===== config.mk =====
export PLATFORM = sky130hd
export DESIGN_NAME = sim_jtag_engine
export DESIGN_NICKNAME = d
export VERILOG_FILES = /design/src/rtl/sim_jtag_pkg.sv /design/src/rtl/sim_jtag_halftimer.sv /design/src/rtl/sim_jtag_engine.sv
export SDC_FILE = /design/constraint.sdc
export NUM_CORES = 1
export LEC_CHECK = 0
export ABC_CLOCK_PERIOD_IN_PS = 3600
export CORE_MARGIN = 3
export CORE_UTILIZATION = 35
export DETAILED_ROUTE_END_ITERATION = 8
export GPL_TIMING_DRIVEN = 1
export HOLD_SLACK_MARGIN = 0.02
export PLACE_DENSITY = 0.62
export SYNTH_ARGS = -nofsm -noshare
export SYNTH_HDL_FRONTEND = slang
export SYNTH_SLANG_ARGS = --single-unit

===== constraint.sdc =====
create_clock -name clk -period 3.6 [get_ports clk]
set_input_delay 0.72 -clock clk [delete_from_list [all_inputs] [get_ports clk]]
set_output_delay 0.72 -clock clk [all_outputs]
set_load 0.1 [all_outputs]

===== src/rtl/sim_jtag_pkg.sv =====
// Shared types for the JTAG bit-bang engine: command opcodes and FSM state codes.
package sim_jtag_pkg;

    typedef enum logic [1:0] {
        OP_SHIFT = 2'd0,
        OP_TRST  = 2'd1,
        OP_SRST  = 2'd2,
        OP_RSVD  = 2'd3
    } op_e;

    typedef logic [2:0] state_t;

    localparam state_t ST_IDLE  = 3'd0;
    localparam state_t ST_LOW   = 3'd1;
    localparam state_t ST_HIGH  = 3'd2;
    localparam state_t ST_PULSE = 3'd3;
    localparam state_t ST_RESP  = 3'd4;

endpackage


===== src/rtl/sim_jtag_halftimer.sv =====
// TCK half-period timer: reloads with div on phase entry, counts only while enabled,
// and flags the edge that closes the current phase.
module sim_jtag_halftimer #(
    parameter int unsigned DIV_W = 8
) (
    input  logic             clk,
    input  logic             rst_l,
    input  logic             i_load,
    input  logic             i_enable,
    input  logic [DIV_W-1:0] i_div,
    output logic             o_phase_end
);

    logic [DIV_W-1:0] r_cnt;

    always_ff @(posedge clk) begin
        if (!rst_l) begin
            r_cnt <= '0;
        end else if (i_load) begin
            r_cnt <= i_div;
        end else if (i_enable && (r_cnt != '0)) begin
            r_cnt <= r_cnt - 1'b1;
        end
    end

    // A phase therefore spans exactly div+1 enabled cycles.
    assign o_phase_end = i_enable && (r_cnt == '0);

endmodule


===== src/rtl/sim_jtag_engine.sv =====
// JTAG bit-bang engine: accepts a whole scan or reset-pulse command, drives TCK/TMS/TDI
// (or TRST/SRST) at a programmable rate and returns the captured TDO bits.
module sim_jtag_engine
    import sim_jtag_pkg::*;
#(
    parameter int unsigned MAX_BITS     = 64,
    parameter int unsigned LEN_W        = $clog2(MAX_BITS),
    parameter int unsigned DIV_W        = 8,
    parameter logic        TDO_UNDRIVEN = 1'b0
) (
    input  logic                clk,
    input  logic                rst_l,
    input  logic                enable,
    input  logic                cmd_valid,
    output logic                cmd_ready,
    input  logic [1:0]          cmd_op,
    input  logic [LEN_W-1:0]    cmd_len,
    input  logic [DIV_W-1:0]    cmd_div,
    input  logic [MAX_BITS-1:0] cmd_tms,
    input  logic [MAX_BITS-1:0] cmd_tdi,
    input  logic                cmd_capture,
    output logic                rsp_valid,
    input  logic                rsp_ready,
    output logic [MAX_BITS-1:0] rsp_tdo,
    output logic                rsp_undriven,
    output logic                jtag_tck,
    output logic                jtag_tms,
    output logic                jtag_tdi,
    output logic                jtag_trst_n,
    output logic                srst_n,
    input  logic                jtag_tdo_data,
    input  logic                jtag_tdo_driven,
    output logic                busy
);

    state_t              r_state;
    logic                r_tck;
    logic                r_tms;
    logic                r_tdi;
    logic                r_trst_n;
    logic                r_srst_n;
    logic                r_rsp_valid;
    logic                r_busy;
    logic                r_undrv;
    logic                r_want_rsp;
    logic [LEN_W-1:0]    r_len;
    logic [DIV_W-1:0]    r_div;
    logic [LEN_W-1:0]    r_bit_cnt;
    logic [MAX_BITS-1:0] r_tms_sr;
    logic [MAX_BITS-1:0] r_tdi_sr;
    logic [MAX_BITS-1:0] r_tdo_cap;

    logic                w_accept;
    logic                w_timed;
    logic                w_phase_end;
    logic                w_load;
    logic                w_last;
    logic                w_tdo_bit;
    logic [DIV_W-1:0]    w_load_div;
    state_t              w_end_state;

    // NOTE: cmd_ready is the one combinational output; it must drop in the same cycle
    // enable does so an offered command is never taken while the timer is frozen.
    assign cmd_ready   = (r_state == ST_IDLE) && enable;
    assign w_accept    = cmd_valid && cmd_ready;
    assign w_timed     = (r_state == ST_LOW) || (r_state == ST_HIGH) || (r_state == ST_PULSE);
    assign w_load      = w_accept || (w_timed && w_phase_end);
    assign w_load_div  = w_accept ? cmd_div : r_div;
    assign w_last      = (r_bit_cnt == r_len);
    assign w_tdo_bit   = jtag_tdo_driven ? jtag_tdo_data : TDO_UNDRIVEN;
    assign w_end_state = r_want_rsp ? ST_RESP : ST_IDLE;

    sim_jtag_halftimer #(
        .DIV_W (DIV_W)
    ) u_halftimer (
        .clk         (clk),
        .rst_l       (rst_l),
        .i_load      (w_load),
        .i_enable    (enable),
        .i_div       (w_load_div),
        .o_phase_end (w_phase_end)
    );

    always_ff @(posedge clk) begin
        if (!rst_l) begin
            // NOTE: the capture register is cleared here too, because it drives rsp_tdo
            // directly and must read 0 out of reset.
            r_state     <= ST_IDLE;
            r_tck       <= 1'b0;
            r_tms       <= 1'b1;
            r_tdi       <= 1'b0;
            r_trst_n    <= 1'b1;
            r_srst_n    <= 1'b1;
            r_rsp_valid <= 1'b0;
            r_busy      <= 1'b0;
            r_undrv     <= 1'b0;
            r_want_rsp  <= 1'b0;
            r_len       <= '0;
            r_div       <= '0;
            r_bit_cnt   <= '0;
            r_tms_sr    <= '0;
            r_tdi_sr    <= '0;
            r_tdo_cap   <= '0;
        end else begin
            case (r_state)
                ST_IDLE: begin
                    if (w_accept) begin
                        r_len      <= cmd_len;
                        r_div      <= cmd_div;
                        r_want_rsp <= cmd_capture;
                        r_tdo_cap  <= '0;
                        r_undrv    <= 1'b0;
                        r_bit_cnt  <= '0;
                        r_tck      <= 1'b0;
                        r_busy     <= 1'b1;
                        if (cmd_op == OP_TRST) begin
                            r_trst_n <= 1'b0;
                            r_state  <= ST_PULSE;
                        end else if (cmd_op == OP_SRST) begin
                            r_srst_n <= 1'b0;
                            r_state  <= ST_PULSE;
                        end else begin
                            r_tms    <= cmd_tms[0];
                            r_tdi    <= cmd_tdi[0];
                            r_tms_sr <= cmd_tms >> 1;
                            r_tdi_sr <= cmd_tdi >> 1;
                            r_state  <= ST_LOW;
                        end
                    end
                end
                ST_LOW: begin
                    if (w_phase_end) begin
                        r_tck   <= 1'b1;
                        r_state <= ST_HIGH;
                    end
                end
                ST_HIGH: begin
                    if (w_phase_end) begin
                        r_tck                <= 1'b0;
                        r_tdo_cap[r_bit_cnt] <= w_tdo_bit;
                        if (!jtag_tdo_driven) begin
                            r_undrv <= 1'b1;
                        end
                        if (w_last) begin
                            r_state     <= w_end_state;
                            r_rsp_valid <= r_want_rsp;
                            r_busy      <= r_want_rsp;
                        end else begin
                            r_bit_cnt <= r_bit_cnt + 1'b1;
                            r_tms     <= r_tms_sr[0];
                            r_tdi     <= r_tdi_sr[0];
                            r_tms_sr  <= r_tms_sr >> 1;
                            r_tdi_sr  <= r_tdi_sr >> 1;
                            r_state   <= ST_LOW;
                        end
                    end
                end
                ST_PULSE: begin
                    // bit_cnt doubles as the half-period counter of the reset pulse.
                    if (w_phase_end) begin
                        if (w_last) begin
                            r_trst_n    <= 1'b1;
                            r_srst_n    <= 1'b1;
                            r_state     <= w_end_state;
                            r_rsp_valid <= r_want_rsp;
                            r_busy      <= r_want_rsp;
                        end else begin
                            r_bit_cnt <= r_bit_cnt + 1'b1;
                        end
                    end
                end
                ST_RESP: begin
                    if (rsp_ready) begin
                        r_rsp_valid <= 1'b0;
                        r_busy      <= 1'b0;
                        r_state     <= ST_IDLE;
                    end
                end
                default: begin
                    r_state <= ST_IDLE;
                    r_busy  <= 1'b0;
                end
            endcase
        end
    end

    assign rsp_valid    = r_rsp_valid;
    assign rsp_tdo      = r_tdo_cap;
    assign rsp_undriven = r_undrv;
    assign jtag_tck     = r_tck;
    assign jtag_tms     = r_tms;
    assign jtag_tdi     = r_tdi;
    assign jtag_trst_n  = r_trst_n;
    assign srst_n       = r_srst_n;
    assign busy         = r_busy;

endmodule


* Word level (Yosys, flattened, before mapping)
Cells that the tools add are included.
** Cells by class
- Equal/unequal tests :: 22
- Muxes and demuxes :: 71
- Bitwise gates (word level) :: 1
- $lt $le $gt $ge :: 2
- Reduce and logical (&&, ||, !) cells :: 30
- Add/sub/neg operators :: 2
** Operators by type and width (number)
- 2-to-1 mux 64 bit :: 12
- case mux 64 bit (2 select lines) :: 3
- bitwise mux 64 bit :: 1
- 2-to-1 mux 1 bit :: 28
- 2-to-1 mux 3 bit :: 8
- 2-to-1 mux 8 bit :: 3
- != test 2 bit, second input constant :: 11
- 2-to-1 mux 6 bit :: 3
- AND reduction 6 bit :: 3
- AND reduction 4 bit :: 4
- case mux 3 bit (5 select lines) :: 1
- case mux 1 bit (2 select lines) :: 6
- case mux 6 bit (2 select lines) :: 1
- AND reduction 5 bit :: 2
- nonzero test 2 bit :: 5
- logical NOT 8 bit :: 1
- != test 2 x 1 -> 1 bit, second input constant :: 4
- nonzero test 8 bit :: 1
- subtractor 8 x 1 -> 8 bit, second input constant :: 1
- < comparator 6 x 7 -> 1 bit, second input constant :: 1
- adder 6 x 1 -> 6 bit, second input constant :: 1
- demux 1 bit (select 6 bit) :: 1
- == test 3 x 2 -> 1 bit, second input constant :: 2
- == test 6 bit :: 1
- other kinds (16) :: 24
** Storage, ports and cells
- Output and inout port bits :: 73
- Register bits after elaboration :: 232
- Word-level logic and storage cells :: 145
- Input bits :: 152

* Depth between registers and ports, before layout
Gate-level depths: netlist of the first run.
- Depth in word-level cells :: 7
- Depth in mapped cells :: 10
- Mapped depth without buffers :: 7

* Cells and area by module
A second synthesis of the first run with hierarchy kept.
** Second synthesis, totals
- Cells, all modules :: 1097
- Area, all modules :: 10538.9 µm²
** By module, submodules not included
- sim_jtag_engine :: area an instance 10020.9 µm², cells each 1033, seq. area each 4444.3 µm², times used 1
- sim_jtag_halftimer :: area an instance 518.0 µm², cells each 64, seq. area each 160.2 µm², times used 1

* Worst setup path after synthesis of the first run
No wires, ideal clock.
- Path kind :: input port to flip-flop
- Start :: input enable
- End :: register r_tdo_cap[24] (netlist: rsp_tdo[24])
- Arrival time :: 3.204 ns
- Stages on the path :: 5
- Buffers on the path :: 0
- Required time :: 3.530 ns
- Slack :: 0.325 ns
- Library setup time :: 0.070 ns
- Cells stage by stage :: nor4b_4 a22oi_1 nor4_2 nand2_1 a21oi_1
** On the way
- Word-level cells in the longest chain between the ends :: 4
- Elaborated cells on any way between the ends :: 6
- Those cells by class :: eq/ne: 2; reduce/logical: 4
** Ends and longest elaborated chain
- start, declared :: line sim_jtag_engine.sv:13 : input logic enable,
- logical AND 1 bit :: line sim_jtag_engine.sv:64 : assign cmd_ready = (r_state == ST_IDLE) && enable;
- logical AND 1 bit :: line sim_jtag_engine.sv:65 : assign w_accept = cmd_valid && cmd_ready;
- != test 2 bit (no source line)
- AND reduction 3 bit (no source line) *
- end signal, assigned by index :: line sim_jtag_engine.sv:140 : r_tdo_cap[r_bit_cnt] <= w_tdo_bit;
- end, declared :: line sim_jtag_engine.sv:51 : logic [MAX_BITS-1:0] r_tdo_cap;
Every way passes the cells marked *; elsewhere a longest branch is shown, timed or not.
A chain may end at the register's enable or synchronous reset.

* Worst setup path in the final report of the first run
- Start :: input enable
- End :: register r_tms_sr[3]
** On the way
- Word-level cells in the longest chain between the ends :: 4
- Elaborated cells on any way between the ends :: 6
- Those cells by class :: eq/ne: 2; reduce/logical: 4
** Ends and longest elaborated chain
- logical AND 1 bit :: line sim_jtag_engine.sv:64
- logical AND 1 bit :: line sim_jtag_engine.sv:65
- != test 2 bit (no source line)
- AND reduction 6 bit (no source line) *
- end signal, assigned :: line sim_jtag_engine.sv:125 : r_tms_sr <= cmd_tms >> 1;
- end signal, assigned :: line sim_jtag_engine.sv:152 : r_tms_sr <= r_tms_sr >> 1;
- end, declared :: line sim_jtag_engine.sv:49 : logic [MAX_BITS-1:0] r_tms_sr;
Marked as above.

==> results of run 1 <==
[tightest hold or removal path, delay by kind of cell (launching register included)]
family	cells	cell delay, ns
compound gates	1	0.05
flops	1	0.31
simple gates	1	0.05
[cell families (layout without fill, tap and decap cells)]
logic type	count (synthesis)	count (layout)
AO/OA/AOI/OAI	370	370
XOR/XNOR	11	11
adder cells (fa/ha/maj)	4	4
buffers and inverters	143	314
flip-flops	230	230
multiplexers	13	13
AND/OR/NAND/NOR	575	575
[final cells by class]
class,count,area [um^2],area share (%)
Sequential cell,230,4604,32.00
Timing Repair Buffer,258,2620,18.21
Clock buffer,36,789.5,5.487
Multi-Input combinational cell,973,5645,39.24
Clock inverter,13,201.4,1.400
Tap cell,396,495.5,3.444
Inverter,7,31.28,0.2174
[sequential cells by signal, summed over array words and instances, names as in the netlist]
| name | flops |
|---|---|
| r_state | 3 |
| jtag_trst_n | 1 |
| r_want_rsp | 1 |
| r_tdi_sr | 63 |
| r_bit_cnt | 6 |
| jtag_tdi | 1 |
| u_halftimer.r_cnt | 8 |
| rsp_valid | 1 |
| r_div | 8 |
| srst_n | 1 |
| jtag_tck | 1 |
| jtag_tms | 1 |
| rsp_tdo | 64 |
| rsp_undriven | 1 |
| r_tms_sr | 63 |
| r_len | 6 |
| busy | 1 |
[metrics by stage]
step                      instance area [um^2]  instances  utilization (%)  setup slack, ns
final                                    14390       1913            46.91           0.7944
after global routing                     14390       1913            46.91           0.6635
after CTS                                14390       1913            46.91           0.8006
after detailed placement                 13400       1864            43.68           0.3452
after global placement                   13400       1864            43.68           0.4059
after floorplan                          10920       1346                -           0.3253
[worst paths after layout]
check                           cells after the start  slack (ns)                 startpoint                        to
worst max-delay path                                7        0.79                     enable  r_tms_sr[3]$_SDFFE_PN0P_
worst min-delay path                                2        0.46      r_div[5]$_SDFFE_PN0N_     r_div[5]$_SDFFE_PN0N_
worst max register to register                      6        0.98  r_bit_cnt[0]$_SDFFE_PN0P_  r_tms_sr[3]$_SDFFE_PN0P_
worst min register to register                      2        0.46      r_div[5]$_SDFFE_PN0N_     r_div[5]$_SDFFE_PN0N_
[cell usage in the layout (no fill, tap or decap), types with 3 or more instances in the layout]
master           instances
nand2_1                358
xnor2_1                  5
buf_4                   29
nand4_1                  3
and3_1                   4
ha_1                     4
a311oi_1                77
clkbuf_8                 8
nor3b_2                 11
clkinv_2                 4
nand3_1                  8
inv_1                    6
nor3b_1                  5
mux2i_1                 12
a211o_1                  4
dfxtp_1                230
bufinv_16                5
o21ai_0                 69
clkinvlp_4               3
buf_12                  11
xor2_1                   6
and3b_1                  4
nor3_1                 130
clkdlybuf4s50_1        218
clkbuf_16               27
a311oi_2                48
o21a_1                   3
a211oi_1                 4
a21oi_1                144
nor2_1                  29
[layer usage]
layer	up-vias	global-route usage [%]	routed length [um]
met5	-	0	31
met4	4	3.473	524
li1	5113	-	-
met2	323	30.58	15350
met3	38	4.545	2361
met1	4887	25.64	14930
[power groups by stage]
stage          registers (W)  logic, W  clock network, W
2_1_floorplan        0.00313   0.00189                 0
3_3_place_gp         0.00311   0.00259                 0
3_5_place_dp         0.00312   0.00263                 0
4_1_cts              0.00306   0.00264           0.00307
5_1_grt              0.00311   0.00291           0.00317
6_report             0.00307   0.00262           0.00301
==> metrics.md, run 1 <==
| Metric | Value |
|---|---|
| Sw Pwr | 0.002970 W |
| Fill cells | 2952 |
| Endpoints failing hold | 0 |
| Grt ovf | 0 |
| P&R area growth vs syn | 31.76% |
| Crit share post-route | 77.93% |
| Die Wd | 182.6 um |
| Layout Skew | 0.01147 ns |
| Routed wire length | 33.20 mm |
| Setup TNS | 0 ns |
| Sw frac | 34.13% |
| TritonCTS Buffers | 27 |
| ANT nets after route | 0 |
| Top post-synthesis cells by area | dfxtp_1 42%, nand2_1 12%, a21oi_1 6.6%, a311oi_2 6.6%, a311oi_1 6.2% |
| Fmax | 0.3564 GHz |
| Seq pwr share | 35.3% |
| Final setup violation count | 0 |
| Post-CTS resize count | 0 |
| Largest area contributor in the netlist | dfxtp_1 |
| Syn_nets | 1502 |
| Post-CTS Setup Bufs | 0 |
| Vias in the first global route | 9996 |
| Max VDD drop | 0.4864 mV |
| Die H | 182.6 um |
| DR iter-0 viols | 830 |
| Post-synthesis simple-gate area fraction | 23.83% |
| Fin crit period | 2.806 ns |
| Largest family of logic cells by synthesized area | compound AO/OA/AOI/OAI gates |
| WP buf/inv | 2 |
| Top cells by count, synth | 358 x nand2_1, 230 x dfxtp_1, 144 x a21oi_1 |
| Placer Congestion | 0.7911 |
| Crit path kind | in2reg |
| Initial core utilization | 35.60% |
| Core area | 0.03067 mm^2 |
| Final Power | 0.008703 W |
| First-pass GRT wire length | 53.12 mm |
| H-Tree Depth | 1 |
| Vias per std cell | 5.418 |
| Vias | 10365 |
| Antenna diodes | 0 |
| CP max FO | 126 |
| # IOs | 225 |
| Clock-pin slew on the worst setup and hold paths | 0.06 ns |
| Drt drc | 0 |
| Ys async rst share | 0% |
| Gate Count Post-Synth | 1346 |
| Worst slew margin | 22.89% |
| Cts hold-fix bufs | 0 |
| Final nets | 1653 |
| WP data required | 4.01 ns |
| Cell-internal power | 0.005732 W |
| CTS tree | built |
| Actual slew at the worst max-slew pin | 1.150 ns |
| Share of cells above drive strength 1 | 10.74% |
| Worst Path Arrival | 3.21 ns |
| Syn Std Cell Area | 0.01092 mm^2 |
| Status | completed |
| Clk_lat worst skew | 0.52 ns |
| Post-synth EDFFs | 0 |
| Avg WL per Cell | 17.35 um |
| Critical path's slowest cell | clkdlybuf4s50_1 |
| Port Buf Inserts | 224 |
| Post-Synth Adder-Cell Area | 0.4583% |
| Clk buf depth | 3 |
| Delay-heaviest family, CP | buffers and inverters |
| Root Buffer Master | clkbuf_16 |
| Combinational Power Share | 30.1% |
| Synthesis-stage register bit count | 230 |
| Pre-Repair DR Iteration Count | 5 |
| Hold_ws | 0.4592 ns |
| Syn_area_per_cell | 8.112 um^2 |
| Pleak | 5.036 nW |
| RSZ-0062 raised after global routing | false |
| Clock network power share | 34.6% |
| Post-synthesis mux area share | 1.203% |
| Sequential cell area fraction in the yosys report | 42.17% |
| Pin count of the biggest net entering global routing | 194 |
| Synth unique cells | 63 |
| Top FF cell, synth | dfxtp_1 |
| Synth Area in Compound Gates | 24.88% |
| Total Routing Usage GR | 18.79% |
| Startpoint Class | primary input |
| Ys Warns | 0 |
| Peak per-stage delay on the critical path | 0.63 ns |
| Worst hold path type | reg2reg |
| FP Rows | 64 |
| Initial antenna violation count | 2 |
| Die area | 0.03335 mm^2 |
| Dpl hpwl | 20.23 mm |
| Power Density | 604.9 mW/mm^2 |
| Top-count cell post-synth | nand2_1 |
| Num Clock Sinks | 230 |
| Max Transition Viols Final | 0 |
| Post-Synth XOR/XNOR Area | 0.8823% |
| Yosys top cell area share | 42.17% |
| Max Cap Viol | 0 |
| CP Cell Sequence | clkdlybuf4s50_1 > nand4bb_1 > nor3_4 > a21boi_4 > buf_12 > nor3_1 > a311oi_1 |
| Endpoint type of the worst setup path | register |
Power figures use the tool's default switching activity.
==> run 2, diff against run 1 <==
--- a/config.mk
+++ b/config.mk
@@ -5,13 +5,13 @@
 export SDC_FILE = /design/constraint.sdc
 export NUM_CORES = 1
 export LEC_CHECK = 0
-export ABC_CLOCK_PERIOD_IN_PS = 3600
+export ABC_CLOCK_PERIOD_IN_PS = 2400
 export CORE_MARGIN = 3
 export CORE_UTILIZATION = 35
 export DETAILED_ROUTE_END_ITERATION = 8
 export GPL_TIMING_DRIVEN = 1
 export HOLD_SLACK_MARGIN = 0.02
-export PLACE_DENSITY = 0.62
+export PLACE_DENSITY = 0.64
 export SYNTH_ARGS = -nofsm -noshare
 export SYNTH_HDL_FRONTEND = slang
 export SYNTH_SLANG_ARGS = --single-unit
==> constraint.sdc (replaced) <==
create_clock -name clk -period 2.4 [get_ports clk]
set_input_delay 0.48 -clock clk [delete_from_list [all_inputs] [get_ports clk]]
set_output_delay 0.48 -clock clk [all_outputs]
set_load 0.1 [all_outputs]
==> run 2 against run 1 <==
Effect of this change:
- the run now ends with setup timing left
- sequential cell count stayed put
- critical endpoint is now r_tdi_sr[37]$_SDFFE_PN0P_
- clock skew is 0.0033 ns higher
- combinational power is 76% higher
- sequential share of layout area is 2.4 points lower
- via count is 5.3% higher
- register-to-register slack worse by 1.1 ns
==> metrics.md, run 2 (synthesis gave the netlist of run 1 again) <==
| Metric | Value |
|---|---|
| Vias per std cell | 5.450 (+0.59%) |
| Vias in the first global route | 10205 (+2.1%) |
| Final Power | 0.01353 W (+55%) |
| Initial antenna violation count | 3 (+1) |
| Placer Congestion | 0.8532 (+7.8%) |
| Pre-Repair DR Iteration Count | 5 (unchanged) |
| Final worst slack | -0.09408 ns (-0.8885 ns) |
| Worst Path Arrival | 2.88 ns (-0.33 ns) |
| Pleak | 5.827 nW (+16%) |
| Dpl hpwl | 21.59 mm (+6.7%) |
| WP data required | 2.79 ns (-1.22 ns) |
| Clk_lat worst skew | 0.53 ns (about the same) |
| # IOs | 225 (unchanged) |
| Design area | 0.01555 mm^2 (+8.1%) |
| RSZ-0062 raised after global routing | true |
| Die Wd | 182.6 um (unchanged) |
| Antenna diodes | 0 (unchanged) |
| Most common cell after layout, fill and taps aside | nand2_1 |
| Hold Path Stages | 2 (unchanged) |
| Startpoint Class | register |
| Final nets | 1743 (+5.4%) |
| DP Area | 0.01389 mm^2 (+3.7%) |
| Max reg flops | 64 (unchanged) |
| Failing checks | setup timing |
| Crit share post-route | 103.9% |
| Drt drc | 0 (unchanged) |
| Crit path kind | reg2reg |
| Clk buf depth | 3 (unchanged) |
| Avg WL per Cell | 17.76 um (+2.3%) |
| DR iter-0 viols | 812 (-2.2%) |
| Worst r2r path cells | 8 (+2) |
| Endpoints failing hold | 0 (unchanged) |
| TritonCTS Buffers | 26 (-3.7%) |
| P&R area growth vs syn | 42.45% |
| Layout Skew | 0.01474 ns (+0.003271 ns) |
| Worst hold path type | reg2reg |
| Num Clock Sinks | 230 (unchanged) |
| FP Rows | 64 (unchanged) |
| Grt ovf | 0 (unchanged) |
| Reg2reg setup slack | -0.09 ns (-1.07 ns) |
| Routed wire length | 35.57 mm (+7.1%) |
| CP max FO | 18 (-86%) |
| Vias | 10917 (+5.3%) |
| Critical R2R Launch | u_halftimer.r_cnt[5]$_SDFFE_PN0P_ |
| Pin count of the biggest net entering global routing | 194 (unchanged) |
| Hold Startpoint | r_tms_sr[62]$_SDFFE_PN0P_ |
| Share of cells above drive strength 1 | 21.34% (+11 points) |
| ANT nets after route | 0 (unchanged) |
| Total Routing Usage GR | 19.12% (+0.33 points) |
| Sequential cell area | 0.004608 mm^2 (about the same) |
| Fin crit period | 2.494 ns |
| First-pass GRT wire length | 54.11 mm (+1.9%) |
| Max Cap Viol | 0 (unchanged) |
| Final setup violation count | 102 (+102) |
| Commonest non-fill, non-tap cells in the layout | 358 x nand2_1, 229 x dfxtp_1, 151 x clkdlybuf4s50_1 |
| Power Density | 869.8 mW/mm^2 (+44%) |
| Post-Place Setup Slack | -0.3537 ns (-0.6988 ns) |
| CTS tree | built |
| Initial core utilization | 35.60% (unchanged) |
| H-Tree Depth | 1 (unchanged) |
| Reg2reg end | r_tdi_sr[37]$_SDFFE_PN0P_ |
| Root Buffer Master | clkbuf_16 |
| Fill cells | 2879 (-2.5%) |
| Die H | 182.6 um (unchanged) |
| Die area | 0.03335 mm^2 (unchanged) |
| Placed cell count | 1926 (+3.3%) |
| Hold_ws | 0.4529 ns (-0.006298 ns) |
| Endpoint type of the worst setup path | register |
| Status | finished with violations |
| CP Cell Sequence | or4_4 > nor3_4 > a21boi_4 > buf_12 > or2_4 > buf_4 > clkbuf_16 > a311oi_1 |
| Max VDD drop | 0.6661 mV (+37%) |
| Clock-pin slew on the worst setup and hold paths | 0.06 ns (about the same) |
| Hold Crit Endpoint | r_tms_sr[62]$_SDFFE_PN0P_ |
| Final std cells w/o fill | 2003 (+4.7%) |
| Fmax | 0.4009 GHz |
| Footprint of the multi-input gates | 0.005818 mm^2 (+3.1%) |
| Peak per-stage delay on the critical path | 0.57 ns (-0.06 ns) |
| Critical path's slowest cell | or4_4 |
| Core area | 0.03067 mm^2 (unchanged) |
| Max Transition Viols Final | 0 (unchanged) |
| Port Buf Inserts | 224 (unchanged) |
| Worst slew margin | 43.08% (+20 points) |
| Actual slew at the worst max-slew pin | 0.8538 ns (-0.2965 ns) |
| Cts hold-fix bufs | 0 (unchanged) |
## run 2: changes by cell type in the layout (fill, tap and decap cells not counted), moves of 15 or more
| cell | previous run | this run |
|---|---|---|
| clkbuf_16 | 27 | 42 |
| buf_4 | 29 | 142 |
| a311oi_2 | 48 | 63 |
| a311oi_1 | 77 | 62 |
| buf_12 | 11 | 28 |
| clkdlybuf4s50_1 | 218 | 151 |
## run 2: per-layer routing
layer  vias up  global-route usage [%]  wire length, um
li1       5312                       -                -
met3        49                   3.827             2433
met5         -                       0               39
met2       335                   30.99            16890
met4         6                   3.870              624
met1      5215                   26.53            15590
## run 2: power breakdown
group | internal [W] | switching (W) | total [W]
Sequential | 0.00428 | 0.000301 | 0.00458
Combinational | 0.00192 | 0.00270 | 0.00462
Clock | 0.00267 | 0.00165 | 0.00432
Total | 0.00888 | 0.00465 | 0.0135
## run 2: worst max path at each step
stage	endpoint	slack, ns	cells past startpoint	startpoint
2_1_floorplan	r_tms_sr[15]$_SDFFE_PN0P_	-0.45	7	enable
3_3_place_gp	rsp_tdo[31]$_SDFFE_PN0P_	-0.33	6	enable
3_5_place_dp	rsp_tdo[9]$_SDFFE_PN0P_	-0.35	6	enable
4_1_cts	rsp_tdo[12]$_SDFFE_PN0P_	-0.02	7	u_halftimer.r_cnt[0]$_SDFFE_PN0P_
5_1_grt	r_tms_sr[7]$_SDFFE_PN0P_	-0.15	8	u_halftimer.r_cnt[5]$_SDFFE_PN0P_
6_report	r_tdi_sr[37]$_SDFFE_PN0P_	-0.09	8	u_halftimer.r_cnt[5]$_SDFFE_PN0P_
## run 2: per-stage QoR
stage	TNS, ns	util, %
floorplan	-83.95	-
global placement	-43.96	45.29
detailed placement	-46.99	45.29
CTS	-0.04399	48.37
global route	-11.12	50.72
finish	-4.338	50.72
## run 2: cell type report
type                       count  area share (%)
multi-input combinational    975           37.40
tap                          396           3.185
inverter                       7          0.2011
clock buffer                  35           4.923
clock inverter                13           1.150
sequential                   230           29.63
timing repair buffer         347           23.51
## run 2: what timing repair did
action                     4_1_cts  5_1_grt
setup endpoints to repair        7       96
setup buffers                    0       10
gates cloned                     0       19
pin swaps                        1       23
gates resized for setup          2       45
## run 2: critical path: cells and delay by family, from the launching register on
| kind | cells | cell delay, ns |
|---|---|---|
| compound gates | 2 | 0.35 |
| simple gates | 3 | 1.15 |
| buf+inv | 3 | 0.47 |
| flops | 1 | 0.36 |
==> run 3, diff against run 2 <==
--- a/config.mk
+++ b/config.mk
@@ -5,13 +5,13 @@
 export SDC_FILE = /design/constraint.sdc
 export NUM_CORES = 1
 export LEC_CHECK = 0
-export ABC_CLOCK_PERIOD_IN_PS = 2400
+export ABC_CLOCK_PERIOD_IN_PS = 3010
 export CORE_MARGIN = 3
 export CORE_UTILIZATION = 35
 export DETAILED_ROUTE_END_ITERATION = 8
 export GPL_TIMING_DRIVEN = 1
 export HOLD_SLACK_MARGIN = 0.02
-export PLACE_DENSITY = 0.64
+export PLACE_DENSITY = 0.62
 export SYNTH_ARGS = -nofsm -noshare
 export SYNTH_HDL_FRONTEND = slang
 export SYNTH_SLANG_ARGS = --single-unit
==> constraint.sdc (replaced) <==
create_clock -name clk -period 3.01 [get_ports clk]
set_input_delay 0.4515 -clock clk [delete_from_list [all_inputs] [get_ports clk]]
set_output_delay 0.4515 -clock clk [all_outputs]
set_load 0.1 [all_outputs]
==> run 3 against run 2 <==
Effect of this change:
- the run now ends clean
- global-route usage is 0.57 points lower
- routed wire length down 8.5%
- cell area shrank 8.6%
- worst setup slack improved by 0.66 ns
- non-clock buffer count fell by 76
- fmax grew 2.0%
- clock power fell by 28%
- first-iteration DRC count shrank 5.2%
- hold slack gained 0.0038 ns
- critical path type unchanged
- highest routed layer unchanged
==> metrics.md, run 3 (synthesis gave the netlist of run 1 again) <==
| Metric | Value |
|---|---|
| Commonest non-fill, non-tap cells in the layout | 358 x nand2_1, 230 x dfxtp_1, 151 x clkdlybuf4s50_1 |
| Power Density | 699.9 mW/mm^2 (-20%) |
| Dpl hpwl | 20.48 mm (-5.1%) |
| Final setup violation count | 0 (-100%) |
| H-Tree Depth | 1 (unchanged) |
| Fmax | 0.4090 GHz (+2.0%) |
| Crit share post-route | 81.23% (-23 points) |
| Pre-Repair DR Iteration Count | 5 (unchanged) |
| Drt drc | 0 (unchanged) |
| Placer Congestion | 0.7857 (-7.9%) |
| Clk buf depth | 3 (unchanged) |
| TritonCTS Buffers | 26 (unchanged) |
| Vias per std cell | 5.439 (-0.21%) |
| Clock network power share | 31.2% (-0.7 points) |
| Max Cap Viol | 0 (unchanged) |
| P&R area growth vs syn | 30.27% |
| Fin crit period | 2.445 ns (-0.04895 ns) |
| RSZ-0062 raised after global routing | false |
| Num Clock Sinks | 230 (unchanged) |
| Max VDD drop | 0.4933 mV (-26%) |
| Post-CTS Setup Bufs | 0 (unchanged) |
| ANT nets after route | 0 (unchanged) |
| Final nets | 1665 (-4.5%) |
| Startpoint Class | register |
| Die H | 182.6 um (unchanged) |
| Sw frac | 34.93% (+0.54 points) |
| Vias | 10464 (-4.1%) |
| Cts hold-fix bufs | 0 (unchanged) |
| Post-Place Setup Slack | 0.2785 ns (+0.6322 ns) |
| Finished Core Util | 46.38% (-4.3 points) |
| Initial antenna violation count | 2 (-1) |
| First-pass GRT wire length | 52.55 mm (-2.9%) |
| Pin count of the biggest net entering global routing | 194 (unchanged) |
| Grt ovf | 0 (unchanged) |
| Max Transition Viols Final | 0 (unchanged) |
| WP data required | 3.46 ns (+0.67 ns) |
| Seq pwr share | 36.8% (+2.9 points) |
| Share of cells above drive strength 1 | 15.46% (-5.9 points) |
| Core area | 0.03067 mm^2 (unchanged) |
| Clk_lat worst skew | 0.52 ns (about the same) |
| Final std cells w/o fill | 1924 (-3.9%) |
| Status | completed |
| Avg WL per Cell | 16.92 um (-4.7%) |
| Max reg flops | 64 (unchanged) |
| Clock-pin slew on the worst setup and hold paths | 0.06 ns (about the same) |
| Sw Pwr | 0.003477 W (-25%) |
| Placed cell count | 1877 (-2.5%) |
| Cell-internal power | 0.006478 W (-27%) |
| Worst Path Arrival | 2.89 ns (about the same) |
| FP Rows | 64 (unchanged) |
| Most common cell after layout, fill and taps aside | nand2_1 |
| Combinational Power Share | 32.0% (-2.2 points) |
| Port Buf Inserts | 224 (unchanged) |
| DR iter-0 viols | 770 (-5.2%) |
| Worst slew margin | 30.38% (-13 points) |
| DP Area | 0.01338 mm^2 (-3.6%) |
| Vias in the first global route | 10031 (-1.7%) |
| Die area | 0.03335 mm^2 (unchanged) |
| Final worst slack | 0.5649 ns (+0.6590 ns) |
| Actual slew at the worst max-slew pin | 1.042 ns (+0.1879 ns) |
| Pleak | 5.175 nW (-11%) |
| Endpoint type of the worst setup path | register |
| Initial core utilization | 35.60% (unchanged) |
| Routed wire length | 32.56 mm (-8.5%) |
| Total Routing Usage GR | 18.55% (-0.57 points) |
| Design area | 0.01422 mm^2 (-8.6%) |
| Crit path kind | reg2reg |
| CTS tree | built |
| Die Wd | 182.6 um (unchanged) |
| Worst hold path type | reg2reg |
| Layout Skew | 0.01285 ns (-0.001896 ns) |
| # IOs | 225 (unchanged) |
| CP max FO | 54 (+36) |
| Endpoints failing hold | 0 (unchanged) |
| Post-CTS resize count | 0 (-2) |
| Setup TNS | 0 ns (+4.338 ns) |
| Root Buffer Master | clkbuf_16 |
-- run 3: cell count changes in the layout (fill, tap and decap cells not counted), moves of 4 or more --
| cell | previous run | this run |
|---|---|---|
| a311oi_1 | 62 | 77 |
| buf_12 | 28 | 15 |
| buf_4 | 142 | 105 |
| clkbuf_1 | 2 | 6 |
| a311oi_2 | 63 | 48 |
| nor3_2 | 7 | 1 |
| clkbuf_16 | 42 | 27 |
| buf_6 | 9 | 0 |
| nor3_1 | 123 | 130 |
-- run 3: cell type report --
cell class | instances | area [um^2]
fill | 2981 | 16440
multi-input combinational | 973 | 5650
sequential | 230 | 4604
timing repair buffer | 271 | 2600
clock buffer | 38 | 767.0
tap | 396 | 495.5
clock inverter | 8 | 71.32
inverter | 7 | 33.78
antenna | 1 | 2.502
-- run 3: per-stage QoR --
| step | hold WS [ns] | total power (W) |
|---|---|---|
| 6_report | 0.4567 | 0.009956 |
| 5_1_grt | 0.4689 | 0.01054 |
| 4_1_cts | 0.4533 | 0.01006 |
| 3_5_place_dp | 0.4486 | 0.006906 |
| 3_3_place_gp | 0.4414 | 0.006867 |
| 2_1_floorplan | 0.4286 | 0.006010 |
-- run 3: critical path, stage by stage (launching register included) --
cell and delay, ns:
dfxtp_1 0.64, nor4b_4 0.12, and2_1 0.22, nor2_4 0.81, buf_4 0.31, o21ai_0 0.10
a21oi_1 0.13
-- run 3: power groups by stage --
stage	clock network (W)	registers [W]	logic, W
final	0.00310	0.00367	0.00318
after global routing	0.00330	0.00371	0.00353
after CTS	0.00320	0.00366	0.00320
after detailed placement	0	0.00372	0.00318
after global placement	0	0.00372	0.00315
after floorplan	0	0.00374	0.00227
-- run 3: worst paths after layout --
check | startpoint | end | slack, ns | cells after the start
worst max-delay path | r_state[2]$_SDFFE_PN0P_ | rsp_tdo[20]$_SDFFE_PN0P_ | 0.56 | 6
worst min-delay path | r_div[5]$_SDFFE_PN0N_ | r_div[5]$_SDFFE_PN0N_ | 0.46 | 2
worst max register to register | r_state[2]$_SDFFE_PN0P_ | rsp_tdo[20]$_SDFFE_PN0P_ | 0.56 | 6
worst min register to register | r_div[5]$_SDFFE_PN0N_ | r_div[5]$_SDFFE_PN0N_ | 0.46 | 2
-- run 3: per-layer routing --
metal  share of wire [%]  routed length [um]  vias up  GRT usage, %
li1                    -                   -     5142             -
met1                  45               14730     5005         25.72
met2                  46               14840      275         29.89
met3                 7.2                2340       40         4.046
met4                 1.9                 624        2         3.687
met5               0.061                  20        -             0
